File: src/rtl/counter_ctrl_pkg.sv
// Shared types and defaults for the counter command sequencer.
// Latency: n/a. Backpressure: n/a.
package counter_ctrl_pkg;

    typedef enum logic [1:0] {
        ST_IDLE = 2'd0,
        ST_LOAD = 2'd1,
        ST_RUN  = 2'd2,
        ST_DONE = 2'd3
    } state_t;

    localparam int PRESCALE_W_DEF  = 8;
    localparam int SYNC_STAGES_DEF = 2;
    localparam int CNT_W           = 4;

    // One-shot terminal condition against the counter feedback
    function automatic logic limit_hit(input logic             oneshot,
                                       input logic [CNT_W-1:0] fb,
                                       input logic [CNT_W-1:0] lim);
        return oneshot && (fb == lim);
    endfunction

endpackage

File: src/rtl/counter_ctrl_if.sv
// Button, configuration, feedback and strobe signals between the sequencer and its environment.
// Latency: n/a. Backpressure: none, strobes are fire-and-forget.
interface counter_ctrl_if
    import counter_ctrl_pkg::*;
#(
    parameter int PRESCALE_W = PRESCALE_W_DEF
);
    logic                  Btn_start;
    logic                  Btn_stop;
    logic                  Btn_dir;
    logic                  Btn_load;
    logic [PRESCALE_W-1:0] Prescale;
    logic                  Mode_oneshot;
    logic [CNT_W-1:0]      Limit;
    logic [CNT_W-1:0]      Count_fb;
    logic                  Load;
    logic                  Count_en;
    logic                  Up;
    logic                  Running;
    logic                  Done;

    modport master (
        output Btn_start, Btn_stop, Btn_dir, Btn_load,
        output Prescale, Mode_oneshot, Limit, Count_fb,
        input  Load, Count_en, Up, Running, Done
    );

    modport slave (
        input  Btn_start, Btn_stop, Btn_dir, Btn_load,
        input  Prescale, Mode_oneshot, Limit, Count_fb,
        output Load, Count_en, Up, Running, Done
    );
endinterface

File: src/rtl/counter_ctrl_edge_sync.sv
// Synchronizes one asynchronous button and emits a one-cycle pulse on its rising edge.
// Latency: pulse valid SYNC_STAGES edges after first sample high. Backpressure: none.
module counter_ctrl_edge_sync
    import counter_ctrl_pkg::*;
#(
    parameter int SYNC_STAGES = SYNC_STAGES_DEF
) (
    input  logic Clk,
    input  logic nReset,
    input  logic Async_in,
    output logic Pulse
);
    logic [SYNC_STAGES-1:0] sync_q;
    logic                   prev_q;

    always_ff @(posedge Clk or negedge nReset) begin
        if (!nReset) begin
            sync_q <= '0;
            prev_q <= 1'b0;
        end else begin
            sync_q <= {sync_q[SYNC_STAGES-2:0], Async_in};
            prev_q <= sync_q[SYNC_STAGES-1];
        end
    end

    // Held button gives a single pulse: only the 0->1 transition of the synced level fires
    assign Pulse = sync_q[SYNC_STAGES-1] & ~prev_q;

endmodule

File: src/rtl/counter_ctrl.sv
// Start/stop/load sequencer with prescaled count strobes and one-shot limit halt for a 4-bit counter.
// Latency: commands act SYNC_STAGES+1 edges after sampling; first Count_en Prescale+1 cycles after RUN. Backpressure: none.
module counter_ctrl
    import counter_ctrl_pkg::*;
#(
    parameter int PRESCALE_W  = PRESCALE_W_DEF,
    parameter int SYNC_STAGES = SYNC_STAGES_DEF
) (
    input  logic           Clk,
    input  logic           nReset,
    counter_ctrl_if.slave  bus
);
    logic [3:0] btn_vec;
    logic [3:0] pulse_vec;
    logic       start_p;
    logic       stop_p;
    logic       dir_p;
    logic       load_p;

    state_t                state_q;
    logic [PRESCALE_W-1:0] presc_q;
    logic                  load_q;
    logic                  count_en_q;
    logic                  up_q;
    logic                  running_q;
    logic                  done_q;

    assign btn_vec = {bus.Btn_load, bus.Btn_dir, bus.Btn_stop, bus.Btn_start};

    counter_ctrl_edge_sync #(
        .SYNC_STAGES (SYNC_STAGES)
    ) u_sync [3:0] (
        .Clk      (Clk),
        .nReset   (nReset),
        .Async_in (btn_vec),
        .Pulse    (pulse_vec)
    );

    assign start_p = pulse_vec[0];
    assign stop_p  = pulse_vec[1];
    assign dir_p   = pulse_vec[2];
    assign load_p  = pulse_vec[3];

    always_ff @(posedge Clk or negedge nReset) begin
        if (!nReset) begin
            state_q    <= ST_IDLE;
            presc_q    <= '0;
            load_q     <= 1'b0;
            count_en_q <= 1'b0;
            up_q       <= 1'b1;
            running_q  <= 1'b0;
            done_q     <= 1'b0;
        end else begin
            load_q     <= 1'b0;
            count_en_q <= 1'b0;

            if (dir_p) begin
                up_q <= ~up_q;
            end

            // Load wins over everything and is honoured from any state
            if (load_p) begin
                state_q   <= ST_LOAD;
                load_q    <= 1'b1;
                running_q <= 1'b0;
                done_q    <= 1'b0;
                presc_q   <= '0;
            end else begin
                case (state_q)
                    ST_LOAD: begin
                        state_q <= ST_IDLE;
                    end
                    ST_IDLE, ST_DONE: begin
                        if (start_p) begin
                            state_q   <= ST_RUN;
                            running_q <= 1'b1;
                            done_q    <= 1'b0;
                            presc_q   <= '0;
                        end
                    end
                    ST_RUN: begin
                        if (stop_p) begin
                            state_q   <= ST_IDLE;
                            running_q <= 1'b0;
                            presc_q   <= '0;
                        end else if (presc_q == bus.Prescale) begin
                            presc_q <= '0;
                            // Count_fb already reflects the previous strobe (counter updates on falling edge)
                            if (limit_hit(bus.Mode_oneshot, bus.Count_fb, bus.Limit)) begin
                                state_q   <= ST_DONE;
                                running_q <= 1'b0;
                                done_q    <= 1'b1;
                            end else begin
                                count_en_q <= 1'b1;
                            end
                        end else begin
                            // Lowering Prescale below the count lets this run to max and wrap
                            presc_q <= presc_q + 1'b1;
                        end
                    end
                    default: begin
                        state_q <= ST_IDLE;
                    end
                endcase
            end
        end
    end

    assign bus.Load     = load_q;
    assign bus.Count_en = count_en_q;
    assign bus.Up       = up_q;
    assign bus.Running  = running_q;
    assign bus.Done     = done_q;

endmodule

File: src/flat_wrapper.sv
// flat-port wrapper written by rule: the top's interface ports become plain ports
module counter_ctrl_flat import counter_ctrl_pkg::*;
#(
    parameter int PRESCALE_W  = PRESCALE_W_DEF,
    parameter int SYNC_STAGES = SYNC_STAGES_DEF
)
  (Clk, nReset, bus_Btn_start, bus_Btn_stop, bus_Btn_dir, bus_Btn_load, bus_Prescale, bus_Mode_oneshot, bus_Limit, bus_Count_fb, bus_Load, bus_Count_en, bus_Up, bus_Running, bus_Done);
  counter_ctrl_if #(.PRESCALE_W(PRESCALE_W)) bus_i ();
  input  logic Clk;
  input  logic nReset;
  input wire logic [$bits(bus_i.Btn_start)-1:0] bus_Btn_start;
  input wire logic [$bits(bus_i.Btn_stop)-1:0] bus_Btn_stop;
  input wire logic [$bits(bus_i.Btn_dir)-1:0] bus_Btn_dir;
  input wire logic [$bits(bus_i.Btn_load)-1:0] bus_Btn_load;
  input wire logic [$bits(bus_i.Prescale)-1:0] bus_Prescale;
  input wire logic [$bits(bus_i.Mode_oneshot)-1:0] bus_Mode_oneshot;
  input wire logic [$bits(bus_i.Limit)-1:0] bus_Limit;
  input wire logic [$bits(bus_i.Count_fb)-1:0] bus_Count_fb;
  output wire logic [$bits(bus_i.Load)-1:0] bus_Load;
  output wire logic [$bits(bus_i.Count_en)-1:0] bus_Count_en;
  output wire logic [$bits(bus_i.Up)-1:0] bus_Up;
  output wire logic [$bits(bus_i.Running)-1:0] bus_Running;
  output wire logic [$bits(bus_i.Done)-1:0] bus_Done;
  assign bus_i.Btn_start = bus_Btn_start;
  assign bus_i.Btn_stop = bus_Btn_stop;
  assign bus_i.Btn_dir = bus_Btn_dir;
  assign bus_i.Btn_load = bus_Btn_load;
  assign bus_i.Prescale = bus_Prescale;
  assign bus_i.Mode_oneshot = bus_Mode_oneshot;
  assign bus_i.Limit = bus_Limit;
  assign bus_i.Count_fb = bus_Count_fb;
  assign bus_Load = bus_i.Load;
  assign bus_Count_en = bus_i.Count_en;
  assign bus_Up = bus_i.Up;
  assign bus_Running = bus_i.Running;
  assign bus_Done = bus_i.Done;
  counter_ctrl #(.PRESCALE_W(PRESCALE_W), .SYNC_STAGES(SYNC_STAGES)) u_core (.Clk(Clk), .nReset(nReset), .bus(bus_i));
endmodule
File: config.mk
export PLATFORM = sky130hd
export DESIGN_NAME = counter_ctrl_flat
export DESIGN_NICKNAME = d
export VERILOG_FILES = /design/src/rtl/counter_ctrl_pkg.sv /design/src/rtl/counter_ctrl_if.sv /design/src/rtl/counter_ctrl_edge_sync.sv /design/src/rtl/counter_ctrl.sv /design/src/flat_wrapper.sv
export SDC_FILE = /design/constraint.sdc
export NUM_CORES = 1
export LEC_CHECK = 0
export BUFFER_PORTS_ARGS = -buffer_cell sky130_fd_sc_hd__buf_2
export CAP_MARGIN = 0
export CELL_PAD_IN_SITES_DETAIL_PLACEMENT = 1
export CELL_PAD_IN_SITES_GLOBAL_PLACEMENT = 2
export CORE_MARGIN = 2
export CORE_UTILIZATION = 32
export CTS_BUF_LIST = sky130_fd_sc_hd__clkbuf_4 sky130_fd_sc_hd__clkbuf_8
export CTS_CLUSTER_SIZE = 10
export DETAILED_ROUTE_END_ITERATION = 16
export HOLD_SLACK_MARGIN = 0.08
export PLACE_DENSITY_LB_ADDON = 0.1
export SETUP_SLACK_MARGIN = 0.4
export SLEW_MARGIN = 20
export SYNTH_ARGS = -nofsm -noshare
export SYNTH_HDL_FRONTEND = slang
export SYNTH_HIERARCHICAL = 1
export SYNTH_SLANG_ARGS = --single-unit
File: constraint.sdc
create_clock -name Clk -period 1.7 [get_ports Clk]
set_input_delay 0.085 -clock Clk [delete_from_list [all_inputs] [get_ports Clk]]
set_output_delay 0.085 -clock Clk [all_outputs]
set_load 0.01 [all_outputs]
[Word-level counts from Yosys, hierarchy flattened]
Cells that the tools add are included.
W data, S select, Z words.
Cells by class
  reductions and logical operators: 8
  eq/ne operators: 11
  bitwise logic cells: 9
  muxes and demuxes: 29
  add/sub/neg operators: 1
Operators by type and width (number)
  $mux W8: 4
  $mux W1: 16
  $pmux W8 S2: 1
  $mux W2: 5
  $ne A3 B1 Y1 const B: 3
  $add A8 B1 Y8 const B: 1
  $eq A8 B8 Y1: 1
  $ne A4 B1 Y1 const B: 2
  $pmux W2 S3: 1
  $not A1 Y1: 5
  $reduce_and A5 Y1: 1
  $and A1 B1 Y1: 4
  $eq A2 B2 Y1 const B: 2
  $eq A4 B4 Y1: 1
  $pmux W1 S2: 2
  $reduce_and A4 Y1: 1
  $ne A3 B3 Y1 const B: 1
  $reduce_and A3 Y1: 1
  $reduce_bool A3 Y1: 1
  $eq A2 B1 Y1 const B: 1
  $logic_not A2 Y1: 1
  $reduce_and A2 Y1: 1
  $reduce_or A2 Y1: 1
  $logic_and A1 B1 Y1: 1
Word-level totals
  input bits: 23
  output and inout bits: 5
  register bits after elaboration: 27
  word-level logic and storage cells: 73

[Logic depth before layout (Yosys ltp)]
Gate-level depths: netlist of the first run.
  word-level depth: 7
  mapped depth: 8
  mapped depth without buffers: 7

[Hierarchy]
The synthesis of the first run kept the hierarchy.
Modules (own cells, without submodules)
  counter_ctrl: area an instance 933.4 µm², cells each 97, sequential area each 376.6 µm², times used 1
  counter_ctrl_edge_sync: area an instance 88.8 µm², cells each 4, sequential area each 75.1 µm², times used 4

[Worst setup path before layout of the first run]
Ideal clock, no wire load.
  kind: register -> register
  start point: register u_core.state_q[0]
  end point: register u_core.running_q, in the netlist u_core/bus.Running
  slack: 0.079 ns
  data required time: 1.576 ns
  clock period less this slack: 1.621 ns
  path buffers: 1
  library setup time: 0.124 ns
  stages on the path, launching flop included: 9
  arrival: 1.497 ns
  cell sequence: dfrtp_1 > inv_1 > ha_1 > nor2b_1 > a211oi_2 > buf_2 > nor3_1 > a21oi_1 > nand2_1
Between the ends
  longest elaborated chain between the ends: 4
  elaborated cells between the ends (all ways): 11
  classes of those cells: 5 x eq/ne; 2 x mux; 4 x reduce/logical
RTL lines
  start, declared: RTL line counter_ctrl.sv:20  | state_t state_q;
  start signal, assigned: RTL line counter_ctrl.sv:46  | state_q <= ST_IDLE;
  start signal, assigned: RTL line counter_ctrl.sv:63  | state_q <= ST_LOAD;
  start signal, assigned: RTL line counter_ctrl.sv:71  | state_q <= ST_IDLE;
  $eq A2 B2 Y1 or $logic_not A2 Y1 (tied branches): RTL line counter_ctrl.sv:69  | case (state_q)
  $reduce_or A2 Y1: RTL line counter_ctrl.sv:69
  $ne A3 B1 Y1 (no source line) (tied with other cells)
  $reduce_and A4 Y1 (no source line) or $mux W1 (tied branches)
  end signal, assigned: RTL line counter_ctrl.sv:65  | running_q <= 1'b0;
  end signal, assigned: RTL line counter_ctrl.sv:76  | running_q <= 1'b1;
  end signal, assigned: RTL line counter_ctrl.sv:84  | running_q <= 1'b0;
  end, declared: RTL line counter_ctrl.sv:25  | logic running_q;
Parallel ways exist; a longest one is shown, timed or not.
A chain may end at the register's enable or synchronous reset.

[Worst setup path after layout of the first run]
  start point: register u_core.presc_q[1]
  end point: register u_core.state_q[1]
Between the ends
  longest elaborated chain between the ends: 3
RTL lines
  start, declared: RTL line counter_ctrl.sv:21  | logic [PRESCALE_W-1:0] presc_q;
  start signal, assigned: RTL line counter_ctrl.sv:98  | presc_q <= presc_q + 1'b1;
  $eq A8 B8 Y1: RTL line counter_ctrl.sv:86  | end else if (presc_q == bus.Prescale) begin
  $ne A4 B1 Y1 (no source line)
  $reduce_and A3 Y1 (no source line)
  end signal, assigned: RTL line counter_ctrl.sv:83  | state_q <= ST_IDLE;
  end signal, assigned: RTL line counter_ctrl.sv:90  | state_q <= ST_DONE;
  end signal, assigned: RTL line counter_ctrl.sv:102  | state_q <= ST_IDLE;
Every way passes these cells.

==> impl_summary.md, run 1 <==
Outcome
The run finished with clean final reports.

Synth
Summed over all instances, the cell type with the most area after synthesis is dfrtp_1. The synthesized netlist occupies a cell area of 1289 um^2. Of the post-synthesis cell area, the dominant cell type holds 0.5049. For this run, the number of Yosys warnings is 6. Dividing the synthesized area by the synthesized cell count gives 11.40 um^2. The register area share after synthesis is 0.5252. The synthesized design contains 0 enable-type register cells.

After synthesis, the share of flip-flops with an asynchronous set or reset is 1.000. When the netlist entered floorplanning its net count stood at 139. Among all flip-flop cells after synthesis, the most frequent one is dfrtp_1.

The number of distinct library cells after synthesis is 33. The synthesis-stage register bit count is 27. By area the synthesized netlist is led by dfrtp_1, xor2_1, nor2b_4. After technology mapping, the gate count stands at 113.

Floorplanning
The floorplan has 23 rows. 28 I/O pins were placed. The floorplan step set the die height to 67.46 um. In this run the horizontal extent of the chip is 67.46 um. The die footprint is 4551 um^2.

The core region is 3943 um^2. The effective utilization at floorplan is 0.3269.

Clocking
Counting the buffers created by CTS gives 3. The clock-pin slew reported for the worst setup and hold paths after clock tree synthesis is 100 ps. CTS built an H-tree with a depth of 1. The CTS tree is yes. The library cell used as clock root buffer is clkbuf_8.

Counting every sink on the clock net gives 27. The maximum clock path buffer count is 2. At the later pin of the worst-skew pair, clock insertion delay measures 280 ps.

Critical path
Traced cell by cell, the critical path runs through xor2_1 > nor4_2 > buf_4 > a21boi_4 > a211oi_2 > mux2i_1. The cell with the biggest individual delay on the critical path is dfrtp_1. The required time at the endpoint of the critical path is 1910 ps. Along the worst path, the maximum fanout reaches 7. The endpoint type of the worst setup path is a flip-flop. STA classifies the critical path startpoint as a flip-flop. STA puts the critical path data arrival time at 1870 ps. The largest incremental delay on the critical path is 430 ps. The worst setup path is of the flip-flop to flip-flop kind.

Drt
After detailed routing, the number of remaining DRC violations is 0. Wires add up to 3008 um. The total number of vias is 1000.

The ratio of routed vias to standard cells is 4.673. In the final routed layout, each cell accounts on average for 14.06 um. After the first detailed-routing iteration, the DRC count stood at 56. The pre-antenna-repair detailed-routing pass consisted of 4 iterations.

In this run the remaining antenna-violating nets after routing total 0.

STA
The worst hold slack is 253.0 ps. The final hold violation count is 0. Setup violations remaining at the end of the flow were counted as 0. Counting I/O delays and the setup requirement, the final critical path takes 1657 ps.

Headroom to the max-slew limit came out at 0.5926. Of the available clock period, the critical path in the final layout requires 0.9748. The achievable frequency is 0.6034 GHz. The pin slew with the least headroom to its limit is 611.1 ps. Setup repair after global routing could not meet its margin everywhere. The final max-slew violation count is 0. The setup skew after layout is 8.230 ps.

Place
The final RePlAce weighted congestion is 0.7615. The number of buffers added on ports is 27. Summed over all nets, the half-perimeter wirelength after detailed placement is 2170 um.

The placed cell count is 197.

Flow run
The number of violations of the max-capacitance limit is 0.

Final layout
The layout net count is 191. Of the cells placed in the final design, the portion with a size suffix greater than 1 is 0.4207. In the layout the commonest cells are buf_2, dfrtp_1, buf_4, xor2_1. The number of diodes is 0. The final instance count without filler cells is 214.

For this run, the share of the core covered by cells in the final layout is 0.4541. From synthesis to final layout, the design area changed by 38.93%. The commonest non-fill, non-tap cell in the layout is buf_2.

Power and ir drop
The cell leakage power is 0.8420 nW. The worst IR drop on VDD is 500.7 uV. For this design the ratio of total power to cell area is 1154 nW/um^2.

GRT
The global-route usage over all layers is 0.1411. The first global-routing pass estimated 4678 um of wire. The via count of the first global-routing pass came to 1000. The initial antenna violation count is 0. For this run the aggregate overflow at the end of global routing stands at 0.

The maximum number of pins on one net before global-route repair is 28.

Hold path
The type of the tightest min-delay check is primary input to flip-flop.
where the power goes:
group | leakage (nW) | switching (mW) | internal [mW]
sequential | 0.339 | 0.0620 | 0.727
clock | 0.0261 | 0.220 | 0.172
combinational | 0.477 | 0.438 | 0.447
cells in the mapped netlist, types with 2 or more instances:
| cell type | count |
|---|---|
| a211oi_2 | 2 |
| a21oi_1 | 5 |
| buf_2 | 2 |
| dfrtp_1 | 26 |
| ha_1 | 3 |
| inv_1 | 7 |
| nand2_1 | 8 |
| nand2b_1 | 2 |
| nand3_1 | 4 |
| nor2_1 | 8 |
| nor2b_4 | 4 |
| nor3_1 | 3 |
| o21ai_0 | 3 |
| o22ai_1 | 3 |
| xnor2_1 | 4 |
| xor2_1 | 12 |
cell type report:
class	instances	area (um^2)
tap	50	62.56
fill	448	2152
sequential	27	676.9
timing repair buffer	49	324.1
clock buffer	3	41.29
multi-input combinational	77	650.6
clock inverter	1	8.758
inverter	7	26.28
state kept, by name, summed over array words and instances (netlist names):
signal	cells
u_core/bus.Load	1
u_core/bus.Up	1
u_core/presc_q	8
u_core/bus.Count_en	1
u_core/bus.Done	1
u_core/u_sync/sync_q	8
u_core/u_sync/prev_q	4
u_core/bus.Running	1
u_core/state_q	2
timing repair:
action / 4_1_cts / 5_1_grt
buffers inserted: 3 / 5
gates resized for setup: 3 / 7
hold buffers: 5 / 0
hold endpoints to repair: 30 / 0
pin swaps: 3 / 8
endpoints found under the setup margin: 13 / 13
layer usage:
metal / global-route usage / vias to the layer above / routed length [um]
li1: - / 486 / -
met1: 0.1827 / 486 / 1351
met2: 0.2316 / 26 / 1460
met3: 0.04333 / 2 / 180
met4: 0.03061 / 0 / 17
met5: 0 / - / 0
worst paths after layout:
path / slack (ps) / endpoint / depth (start not counted) / from
hold / removal: 250 / u_core/bus.Count_en / 4 / bus_Mode_oneshot
min in group asynchronous: 340 / u_core/presc_q[4] / 2 / nReset
setup / recovery: 40 / u_core/state_q[1] / 6 / u_core/presc_q[1]
setup reg to reg: 40 / u_core/state_q[1] / 6 / u_core/presc_q[1]
max in group asynchronous: 960 / u_core/u_sync[3]/sync_q[1] / 2 / nReset
hold reg to reg: 360 / u_core/u_sync[1]/sync_q[1] / 0 / u_core/u_sync[1]/sync_q[0]
critical path: cells and delay by family (launching register included):
kind,cells,cell delay [ps]
and+or+nand+nor,1,270
xor gates and xnor gates,1,170
buffers and inverters,1,190
AOI/OAI and AO/OA,2,340
DFF,1,430
muxes,1,200
cells by family (layout without fill, tap and decap cells):
family,Yosys count,after routing,synth area share
DFF,27,27,0.5252
xor gates and xnor gates,16,16,0.1087
buffers and inverters,9,60,0.02816
muxes,1,1,0.007767
AOI/OAI and AO/OA,19,19,0.1039
adders and majority gates,3,3,0.02913
and+or+nand+nor,38,38,0.1971
metrics by stage:
stage / setup TNS, ps / total power [mW] / setup slack, ps / instance area, um^2
after floorplan: 0 / 1.330 / 187.8 / 1336
after global placement: -14.87 / 1.531 / -14.87 / 1585
after detailed placement: -39.94 / 1.550 / -37.49 / 1585
after CTS: 0 / 2.028 / 41.92 / 1725
after global routing: -76.39 / 2.215 / -33.07 / 1790
final: 0 / 2.066 / 42.84 / 1790
No activity file was read; power rests on OpenSTA's default activity.
==> run 2, diff against run 1 <==
Settings changed: ABC_AREA set to 1, CORE_UTILIZATION 32 to 30.
==> impl_summary.md, run 2 <==
Final layout
The number of diodes is 0. Leaving out fill and tap cells, the most frequent cells in the layout are nand2_1, buf_2, dfrtp_1, inv_1, buf_4. The library cell used most frequently in the layout, excluding fill and tap cells, is nand2_1. The share of final-layout standard cells stronger than drive strength 1 is 0.4330.

Relative to the synthesized area, the layout overhead comes to 41.07%. The core utilization of the finished layout is 0.4306. The largest registers in the layout are u_core/presc_q: 8 flops, u_core/u_sync/sync_q: 8 flops, u_core/u_sync/prev_q: 4 flops. In the final design database the tool counted 251 nets.

Synth
For this run, the leading register cell type out of synthesis is dfrtp_1. Counting every net in the synthesized netlist gives 193. A synthesized cell averages 8.519 um^2. In this run, distinct cell masters in the synthesized netlist total 24. Sorting the synthesized cells by how often they occur yields nand2_1, dfrtp_1, inv_1.

In the synthesized netlist the async set-or-reset flop fraction comes to 1.000. The number of standard cells after synthesis is 167. After synthesis, the cell types taking the most area are dfrtp_1, nand2_1, inv_1. Of the post-synthesis cell area, the dominant cell type holds 0.4573. For this run, the number of Yosys warnings is 6. The synthesis-stage register bit count is 27.

Yosys instantiated no cell more often than nand2_1. The synthesized netlist occupies a cell area of 1423 um^2. The count of flip-flops with a built-in enable after synthesis is 0.

Of the synthesized area, sequential elements account for 0.4758. The leading area contributor after synthesis is dfrtp_1.

Critical path
Along the worst path, the maximum fanout reaches 6. The cell with the biggest individual delay on the critical path is dfrtp_1. The startpoint type of the worst setup path is a flip-flop. The cell family contributing the most delay on the critical path is flip-flops. For the worst setup path, the data arrival time is 1590 ps. The critical path class is flip-flop to flip-flop.

The start point of the critical path is u_core/state_q[1]. The worst setup path is captured at a flip-flop. Walking the worst path, the cells encountered are ha_4 > inv_4 > nand2_4 > nand2_8 > inv_8 > nand4_1 > xor2_1 > nor2_2. The largest incremental delay on the critical path is 420 ps. The end point of the critical path is u_core/presc_q[3].

The minimum setup slack among reg-to-reg paths is 270 ps. The worst register-to-register path has a depth of 8. In this run the critical register-to-register path is launched from u_core/state_q[1]. The critical register-to-register path endpoint is u_core/presc_q[3]. STA puts the critical path data required time at 1860 ps. Counting both buffers and inverters, the worst setup path holds a total of 2. The logic depth of the worst path, buffers included is 8.

Drt
The count of nets left with antenna violations once routing finished came out at 0. Dividing the detail-routed via count by the number of cells gives 4.507. For this block, the initial DRC count from the detailed router was 15. The final layout contains routed wiring with a total length of 3351 um.

The count of TritonRoute iterations in the first routing pass is 4. The total number of vias is 1253. The DRC violation count after routing is 0. The wire length per cell after detailed routing is 12.05 um.

Outcome
The run finished with clean final reports.

STA
Measured against its own limit, the worst slew margin works out to 0.5970. Setup repair after global routing could not meet its margin everywhere. The final max-slew violation count came to 0.

At the pin with the least slew margin, the transition time is 604.6 ps. Dividing the final minimum period by the clock period gives 0.8423. In the final timing run, aggregate negative setup slack is 0 ps.

The final hold violation count was 0. Across all setup checks in the final design, the least slack found is 268.0 ps. Timing would allow up to 0.6983 GHz. Across the routed clock network, the largest skew measured is 3.364 ps. The final-report setup violation count is 0. The minimum clock period after layout is 1432 ps.

Clocking
The number of clock sinks is 27. The H-tree level count is 1. The clock-pin slew reported for the worst setup and hold paths after clock tree synthesis is 90 ps.

The later pin in the worst-skew pair is clocked with a latency of 270 ps. TritonCTS built the clock tree. The longest clock path from root to sink contains 2 buffers. The tree is rooted in a clkbuf_8. The number of buffers created by CTS is 3.

GRT
The first-pass GRT wire length is 5692 um. The initial antenna violation count is 0. For this run, the total global-route usage over all layers was measured as 0.1385.

The sum of overflow across all layers after global routing is 0. The maximum number of pins on one net before global-route repair is 28. The via count of the first global-routing pass was 1390.

Place
The detailed-placement wirelength estimate is 2376 um. The post-placement setup slack is 207.6 ps. The number of buffers added on ports is 27. The final RePlAce weighted congestion is 0.7350.

Power and ir drop
For this design the ratio of total power to cell area is 1130 nW/um^2. The worst-case IR drop observed on VDD is 593.6 uV. The analysis attributes to cell leakage a power of 1.012 nW.

Flow run
The number of violations of the max-capacitance limit is 0.

Floorplanning
The die is 72.86 um wide. The die footprint is 5309 um^2. The standard cell core area is 4661 um^2. The die extent in y is 72.86 um. For this configuration, the core starts out at a cell density of 0.3052.

28 I/O pins were placed. The floorplan has 25 rows.

Hold path
The tightest min-delay check is of the primary input to flip-flop type. The worst hold path begins at bus_Prescale[7].
==> run 2: changes by cell type after synthesis, moves of 6 or more <==
cell	before	now
nor2_1	8	15
nor2_2	0	9
nand4_1	1	7
inv_1	7	26
nand2_1	8	42
==> run 2: per-layer routing <==
metal	routed length, um	GRT usage	up-vias
met1	1385	0.1528	600
met2	1787	0.2566	21
met5	0	0	-
met4	69	0.05350	0
met3	109	0.03039	9
li1	-	-	623
==> run 2: worst min-delay path, cell delays in order <==
cell and delay, ps:
buf_2 100, nand2_1 50, nand2_1 60, nor2_1 40
nand2_1 60, nor2_1 40, nand3_1 80, a21oi_1 60
==> run 2: power by group <==
part	switching, mW	internal [mW]
Clock	0.192	0.184
Sequential	0.0471	0.724
Combinational	0.647	0.474
Total	0.887	1.38
==> run 2: per-stage QoR <==
step | cell area, um^2 | hold slack [ps] | std cells | total power, mW
global route | 2007 | 373.2 | 278 | 2.436
CTS | 1911 | 336.4 | 274 | 2.248
floorplan | 1443 | -210.6 | 167 | 1.448
finish | 2007 | 344.5 | 278 | 2.268
global placement | 1645 | 121.8 | 248 | 1.637
detailed placement | 1645 | 137.9 | 248 | 1.659
==> run 2: cells by family (layout without fill, tap and decap cells) <==
group	after synthesis	after routing	share of synthesized area
fa+ha+maj	3	3	0.02639
flops	27	27	0.4758
buf+inv	29	86	0.08004
compound gates	9	9	0.04223
simple gates	88	88	0.3078
xor+xnor	11	11	0.06773
==> run 2: how the worst min path moves through the flow <==
stage,end,cells after the start
after floorplan,u_core/bus.Count_en,0
after global placement,u_core/u_sync[0]/sync_q[0],1
after detailed placement,u_core/u_sync[0]/prev_q,1
after CTS,u_core/bus.Done,8
after global routing,u_core/u_sync[1]/sync_q[1],0
final,u_core/bus.Done,8
==> run 2: area by class of cell <==
type	instances	area, um^2
clock buffers	4	48.80
fillers	562	2654
inverters	29	118.9
multi-input cells	111	740.7
flip-flops and latches	27	676.9
well taps	54	67.56
repair buffers	53	354.1
==> run 2: repair_timing <==
| action | 4_1_cts | 5_1_grt |
|---|---|---|
| pin swaps | 10 | 16 |
| gates cloned | 0 | 0 |
| setup endpoints to repair | 13 | 13 |
| endpoints found under the hold margin | 30 | 0 |
| buffers inserted | 17 | 4 |
| gates resized for setup | 13 | 16 |
| hold buffers | 5 | 0 |
